==> config.mk <==
export PLATFORM = sky130hd
export DESIGN_NAME = btn_cmd_tx_queue
export DESIGN_NICKNAME = d
export VERILOG_FILES = /design/src/rtl/btn_cmd_tx_queue.sv
export SDC_FILE = /design/constraint.sdc
export NUM_CORES = 1
export LEC_CHECK = 0
export CORE_AREA = 4 4 75 77
export CTS_CLUSTER_DIAMETER = 150
export DETAILED_ROUTE_END_ITERATION = 8
export DIE_AREA = 0 0 79 81
export PLACE_DENSITY = 0.74
export SLEW_MARGIN = 10
export SYNTH_ARGS = -nofsm -noshare
export SYNTH_HDL_FRONTEND = slang
export SYNTH_SLANG_ARGS = --single-unit
==> constraint.sdc <==
create_clock -name clk -period 3.06 [get_ports clk]
set_clock_uncertainty 0.05 [all_clocks]
set_input_delay 0.306 -clock clk [delete_from_list [all_inputs] [get_ports clk]]
set_output_delay 0.306 -clock clk [all_outputs]
set_load 0.005 [all_outputs]
==> src/rtl/btn_cmd_tx_queue.sv <==
// btn_cmd_tx_queue
//
// Turns debounced single-cycle button pulses into ASCII command bytes for a
// UART transmitter. Each press sets a pending bit. The lowest pending button
// is moved into a small FIFO, and the FIFO head is handed to the UART through
// a start/busy handshake.
//
// Ports:
//   clk          system clock
//   reset        synchronous, active-high reset
//   i_btn_pulse  one-cycle press pulses, bit n = button n
//   i_tx_busy    UART TX busy, high while a frame is shifting
//   o_tx_data    byte being transmitted, held until the next pop
//   o_tx_start   one-cycle start strobe to the UART TX
//   o_full       FIFO full (registered)
//   o_empty      FIFO empty (registered)
//   o_drop_cnt   saturating count of presses lost on a busy pending bit
//
// Optional feature macro: BTN_CMD_CRLF_EN
//   When defined, every command byte is followed by CR (8'h0D) and then
//   LF (8'h0A). Both use the same handshake, and neither is stored in the FIFO.
module btn_cmd_tx_queue #(
    parameter int          NUM_BTN      = 4,
    parameter int          DEPTH        = 4,
    parameter logic [7:0]  CHAR_0       = 8'h55,
    parameter logic [7:0]  CHAR_1       = 8'h44,
    parameter logic [7:0]  CHAR_2       = 8'h4C,
    parameter logic [7:0]  CHAR_3       = 8'h52,
    parameter int          BUSY_TIMEOUT = 4
) (
    input  logic               clk,
    input  logic               reset,
    input  logic [NUM_BTN-1:0] i_btn_pulse,
    input  logic               i_tx_busy,
    output logic [7:0]         o_tx_data,
    output logic               o_tx_start,
    output logic               o_full,
    output logic               o_empty,
    output logic [7:0]         o_drop_cnt
);

    localparam int PW = (DEPTH > 1) ? $clog2(DEPTH) : 1;
    localparam int CW = PW + 1;
    localparam int TW = $clog2(BUSY_TIMEOUT + 1);
    localparam int DW = $clog2(NUM_BTN + 1);

`ifdef BTN_CMD_CRLF_EN
    typedef enum logic [2:0] {
        S_IDLE, S_WAIT_BUSY, S_WAIT_DONE, S_SEND_CR, S_SEND_LF
    } state_t;
    localparam logic [1:0] PH_CMD = 2'd0;
    localparam logic [1:0] PH_CR  = 2'd1;
    localparam logic [1:0] PH_LF  = 2'd2;
    logic [1:0] phase, phase_nxt;
`else
    typedef enum logic [1:0] {
        S_IDLE, S_WAIT_BUSY, S_WAIT_DONE
    } state_t;
`endif

    function automatic logic [7:0] char_of(input int idx);
        case (idx)
            0:       char_of = CHAR_0;
            1:       char_of = CHAR_1;
            2:       char_of = CHAR_2;
            default: char_of = CHAR_3;
        endcase
    endfunction

    function automatic logic [7:0] sat_add(input logic [7:0] a, input logic [DW-1:0] n);
        logic [8:0] s;
        s = {1'b0, a} + 9'(n);
        sat_add = s[8] ? 8'hFF : s[7:0];
    endfunction

    logic [NUM_BTN-1:0] pending, pend_low, pend_clr, drops;
    logic [7:0]         mem [DEPTH];
    logic [PW-1:0]      wr_ptr, rd_ptr;
    logic [CW-1:0]      count, count_nxt;
    logic [7:0]         push_char, data_nxt;
    logic [DW-1:0]      drop_n;
    logic               push, pop, load, start_nxt;
    state_t             state, state_nxt, byte_done_state;
    logic [TW-1:0]      tcnt, tcnt_nxt;

    // Pending capture and push selection. The lowest set pending bit is
    // isolated with the two's-complement trick.
    always_comb begin
        pend_low  = pending & (~pending + NUM_BTN'(1));
        push      = (|pending) && (!o_full || pop);
        pend_clr  = push ? pend_low : '0;
        // A pulse on a bit being pushed this cycle simply re-arms it.
        drops     = i_btn_pulse & pending & ~pend_clr;
        drop_n    = DW'($countones(drops));
        push_char = '0;
        for (int i = 0; i < NUM_BTN; i++) begin
            if (pend_low[i]) push_char = char_of(i);
        end
        count_nxt = count + CW'(push) - CW'(pop);
    end

    // Handshake FSM: next state and strobes.
    always_comb begin
        state_nxt = state;
        tcnt_nxt  = tcnt;
        pop       = 1'b0;
        load      = 1'b0;
        start_nxt = 1'b0;
        data_nxt  = mem[rd_ptr];
`ifdef BTN_CMD_CRLF_EN
        phase_nxt = phase;
        if (phase == PH_CMD)     byte_done_state = S_SEND_CR;
        else if (phase == PH_CR) byte_done_state = S_SEND_LF;
        else                     byte_done_state = S_IDLE;
`else
        byte_done_state = S_IDLE;
`endif
        case (state)
            S_IDLE: begin
                if (!o_empty && !i_tx_busy) begin
                    pop       = 1'b1;
                    load      = 1'b1;
                    start_nxt = 1'b1;
                    tcnt_nxt  = '0;
                    state_nxt = S_WAIT_BUSY;
`ifdef BTN_CMD_CRLF_EN
                    phase_nxt = PH_CMD;
`endif
                end
            end
            S_WAIT_BUSY: begin
                // A UART that never raises busy is treated as having sent the byte.
                if (i_tx_busy)                              state_nxt = S_WAIT_DONE;
                else if (tcnt == TW'(BUSY_TIMEOUT - 1))     state_nxt = byte_done_state;
                else                                        tcnt_nxt  = tcnt + 1'b1;
            end
            S_WAIT_DONE: begin
                if (!i_tx_busy) state_nxt = byte_done_state;
            end
`ifdef BTN_CMD_CRLF_EN
            S_SEND_CR: begin
                if (!i_tx_busy) begin
                    load      = 1'b1;
                    data_nxt  = 8'h0D;
                    start_nxt = 1'b1;
                    tcnt_nxt  = '0;
                    phase_nxt = PH_CR;
                    state_nxt = S_WAIT_BUSY;
                end
            end
            S_SEND_LF: begin
                if (!i_tx_busy) begin
                    load      = 1'b1;
                    data_nxt  = 8'h0A;
                    start_nxt = 1'b1;
                    tcnt_nxt  = '0;
                    phase_nxt = PH_LF;
                    state_nxt = S_WAIT_BUSY;
                end
            end
`endif
            default: state_nxt = S_IDLE;
        endcase
    end

    always_ff @(posedge clk) begin
        if (reset) begin
            state <= S_IDLE;
            tcnt  <= '0;
`ifdef BTN_CMD_CRLF_EN
            phase <= PH_CMD;
`endif
        end else begin
            state <= state_nxt;
            tcnt  <= tcnt_nxt;
`ifdef BTN_CMD_CRLF_EN
            phase <= phase_nxt;
`endif
        end
    end

    always_ff @(posedge clk) begin
        if (reset) begin
            pending    <= '0;
            wr_ptr     <= '0;
            rd_ptr     <= '0;
            count      <= '0;
            o_full     <= 1'b0;
            o_empty    <= 1'b1;
            o_drop_cnt <= '0;
            o_tx_start <= 1'b0;
            o_tx_data  <= '0;
        end else begin
            pending    <= (pending & ~pend_clr) | i_btn_pulse;
            count      <= count_nxt;
            o_full     <= (count_nxt == CW'(DEPTH));
            o_empty    <= (count_nxt == '0);
            o_drop_cnt <= sat_add(o_drop_cnt, drop_n);
            o_tx_start <= start_nxt;
            if (push) wr_ptr <= wr_ptr + 1'b1;
            if (pop)  rd_ptr <= rd_ptr + 1'b1;
            if (load) o_tx_data <= data_nxt;
        end
    end

    // Storage needs no reset; the pointers define what is valid.
    always_ff @(posedge clk) begin
        if (push) mem[wr_ptr] <= push_char;
    end

endmodule

==> metrics.cfg <==
[status]
status=finished clean

[clocking]
clk_pin_slew_worst_paths_ns=0.06
numCtsBuffers=9
clk_path_buf_depth=2
clk_latency_ns=0.33
ctsHoldBuffers=0
htree_num_levels=3
cts.sinks=57
clock-root-buffer=clkbuf_8
cts_tree=done

[finish]
syn_to_final_growth_pct=22.4
fin_nets=261
final_cells=316
num_antenna_cells=0
drive_gt1_share_pct=20.7

[worst_setup_path]
regToRegSetupSlack_ns=0.08
arrival_ns=3.19
r2r_cells=9
cp_slowest_cell=o41a_4
cp.required_ns=3.27
crit_path_start=state[0]
cp.buffers_inverters=1
path_depth=9
end_kind=register
cpMostUsedCell=fa_2
path_max_fanout=5
cp-endpoint=o_drop_cnt[1]
r2r-end=o_drop_cnt[1]
critical_path_class=reg -> reg
critPathLaunchType=register
crit_family=adder cells
r2r-start=state[0]
slowest_delay_ns=0.52
crit_chain=o41a_4, o311ai_4, fa_1, fa_2, inv_2, fa_2, and4_4, nand4_1, a21oi_1

[detailed_routing]
drt_iter0_drc=59
routedWlPerCell_um=13.1
wirelength_mm=4.14
viasPerCell=4.92
routed-via-count=1555
drc=0
detail-route-antenna-nets=0
first_pass_iters=4

[sta]
min_period_ns=2.98
finalCritPeriodShare_pct=97.4
layout_setup_ws_ns=0.0796
maxSlewViolCount=0
rsz0062_at_grt=true
maxSlewHeadroom_pct=60.8
fin_setup_tns_ns=0
setup_viol=0
max_freq_mhz=336
hold_viol=0
worst_pin_slew_ns=0.580

[synthesis]
yosysMostFrequentCell=dfxtp_1
yosysTopAreaCell=edfxtp_1
ys_ff_latch=57
synth_top_area_share_pct=29.4
ys_warn_count=0
avgSynthCellArea_um2=12.1
synthCells=203
synth-edff-count=24
async_flop_share_pct=0
synth.distinct_cells=43
ys.flop_type=dfxtp_1
ys_top_cells_by_count=dfxtp_1 (33), edfxtp_1 (24), nor2_1 (18)
synth_seq_area_share_pct=56.4
netlist_area_um2=2450
synth_area_leaders=edfxtp_1 (29%), dfxtp_1 (27%), mux4_2 (5.5%)

[die]
io_pins=26
fp.dieH_um=81
rows=26
core_region_area_um2=5010
die_w_um=79
dieArea_um2=6400
initial_core_util_pct=48.9

[grt]
grt_pass1_wl_mm=7.22
antenna_found_initial=0
grt_usage_pct=15.1
gr-total-overflow=0
grt_pass1_vias=1569
grt_max_degree=18

[placement]
numPortBuffers=23
place.gp.congestion=0.733
dp_hpwl_mm=2.85
dp_cells=298
pre_cts_slack_ns=-0.455

[pwr]
ir_worst_vdd_mv=0.290
power_density_nw_per_um2=758
leakage_nw=1.13
power_mw=2.27

[run]
drv_cap=0

[hold_path]
hold_path_class=reg -> reg

sequential cells by signal, indices dropped and copies added (netlist names):
| register | count |
|---|---|
| o_empty | 1 |
| count | 3 |
| pending | 4 |
| state | 2 |
| o_tx_data | 6 |
| o_tx_start | 1 |
| rd_ptr | 2 |
| mem | 24 |
| tcnt | 3 |
| o_drop_cnt | 8 |
| o_full | 1 |
| wr_ptr | 2 |
per-stage QoR:
step	util, %	hold WS, ns	cell area, um2
finish	59.8	0.402	3000
global route	59.8	0.433	3000
CTS	59.3	0.406	2970
detailed placement	55.5	0.398	2780
global placement	55.5	0.392	2780
floorplan	-	0.332	2450
timing repair:
| item | 4_1_cts | 5_1_grt |
|---|---|---|
| endpoints found under the hold margin | 0 | 0 |
| setup buffers | 0 | 2 |
| endpoints found under the setup margin | 5 | 7 |
| resized for setup | 5 | 5 |
| pin swaps | 2 | 6 |
worst min-delay path: cells and delay by family (launching register included):
family	cells	cell delay, ns
DFF	1	0.31
and+or+nand+nor	1	0.05
AOI/OAI and AO/OA	1	0.05
how the worst min path moves through the flow:
| stage | from | to | slack, ns | depth (start not counted) |
|---|---|---|---|---|
| finish | o_tx_data[3] | o_tx_data[3] | 0.40 | 2 |
| global route | o_tx_data[2] | o_tx_data[2] | 0.43 | 2 |
| CTS | o_tx_data[3] | o_tx_data[3] | 0.41 | 2 |
| detailed placement | o_tx_data[3] | o_tx_data[3] | 0.40 | 2 |
| global placement | o_tx_data[2] | o_tx_data[2] | 0.39 | 2 |
| floorplan | i_tx_busy | state[0] | 0.33 | 1 |
per-layer routing:
metal  GRT usage (%)  up-vias  share of wire [%]
met5               0        -                  0
met4            6.70        0                2.3
met3            5.65        8                5.0
met2            23.4       37                 48
met1            18.8      733                 45
li1                -      777                  -
kinds of logic (layout without fill, tap and decap cells):
logic type,count (synthesis),count (layout),share of synthesized area [%]
flip-flops,57,57,56.4
buffers and inverters,26,68,5.73
multiplexers,10,10,7.21
adder cells (fa/ha/maj),13,13,7.87
XOR/XNOR,9,9,3.22
other,1,2,0.153
AO/OA/AOI/OAI,26,26,6.03
AND/OR/NAND/NOR,61,61,13.3
layout make-up:
class	instances	area, um2
fill	441	2010
inverter	15	61.3
clock inverter	4	22.5
tap	70	87.6
sequential	57	1380
multi-input combinational	121	967
timing repair buffer	37	339
clock buffer	12	135
power by group:
part,leakage [nW],switching [mW],internal (mW)
Clock,0.0801,0.281,0.290
Combinational,0.556,0.286,0.332
Sequential,0.494,0.0944,0.988
layout by cell type, fill, tap and decap left out, drive strengths merged, types with 3 or more instances in the layout:
master,count
nor2,18
or2,3
fa,4
nand2,13
and2,4
clkdlybuf4s50,23
mux4,6
xor2,4
buf,14
nand3,3
nor2b,3
edfxtp,24
xnor2,5
and3,3
ha,9
clkinv,4
clkbuf,12
dfxtp,33
inv,14
o21ai,5
mux2i,3
a21oi,17
Power figures use the tool's default switching activity.
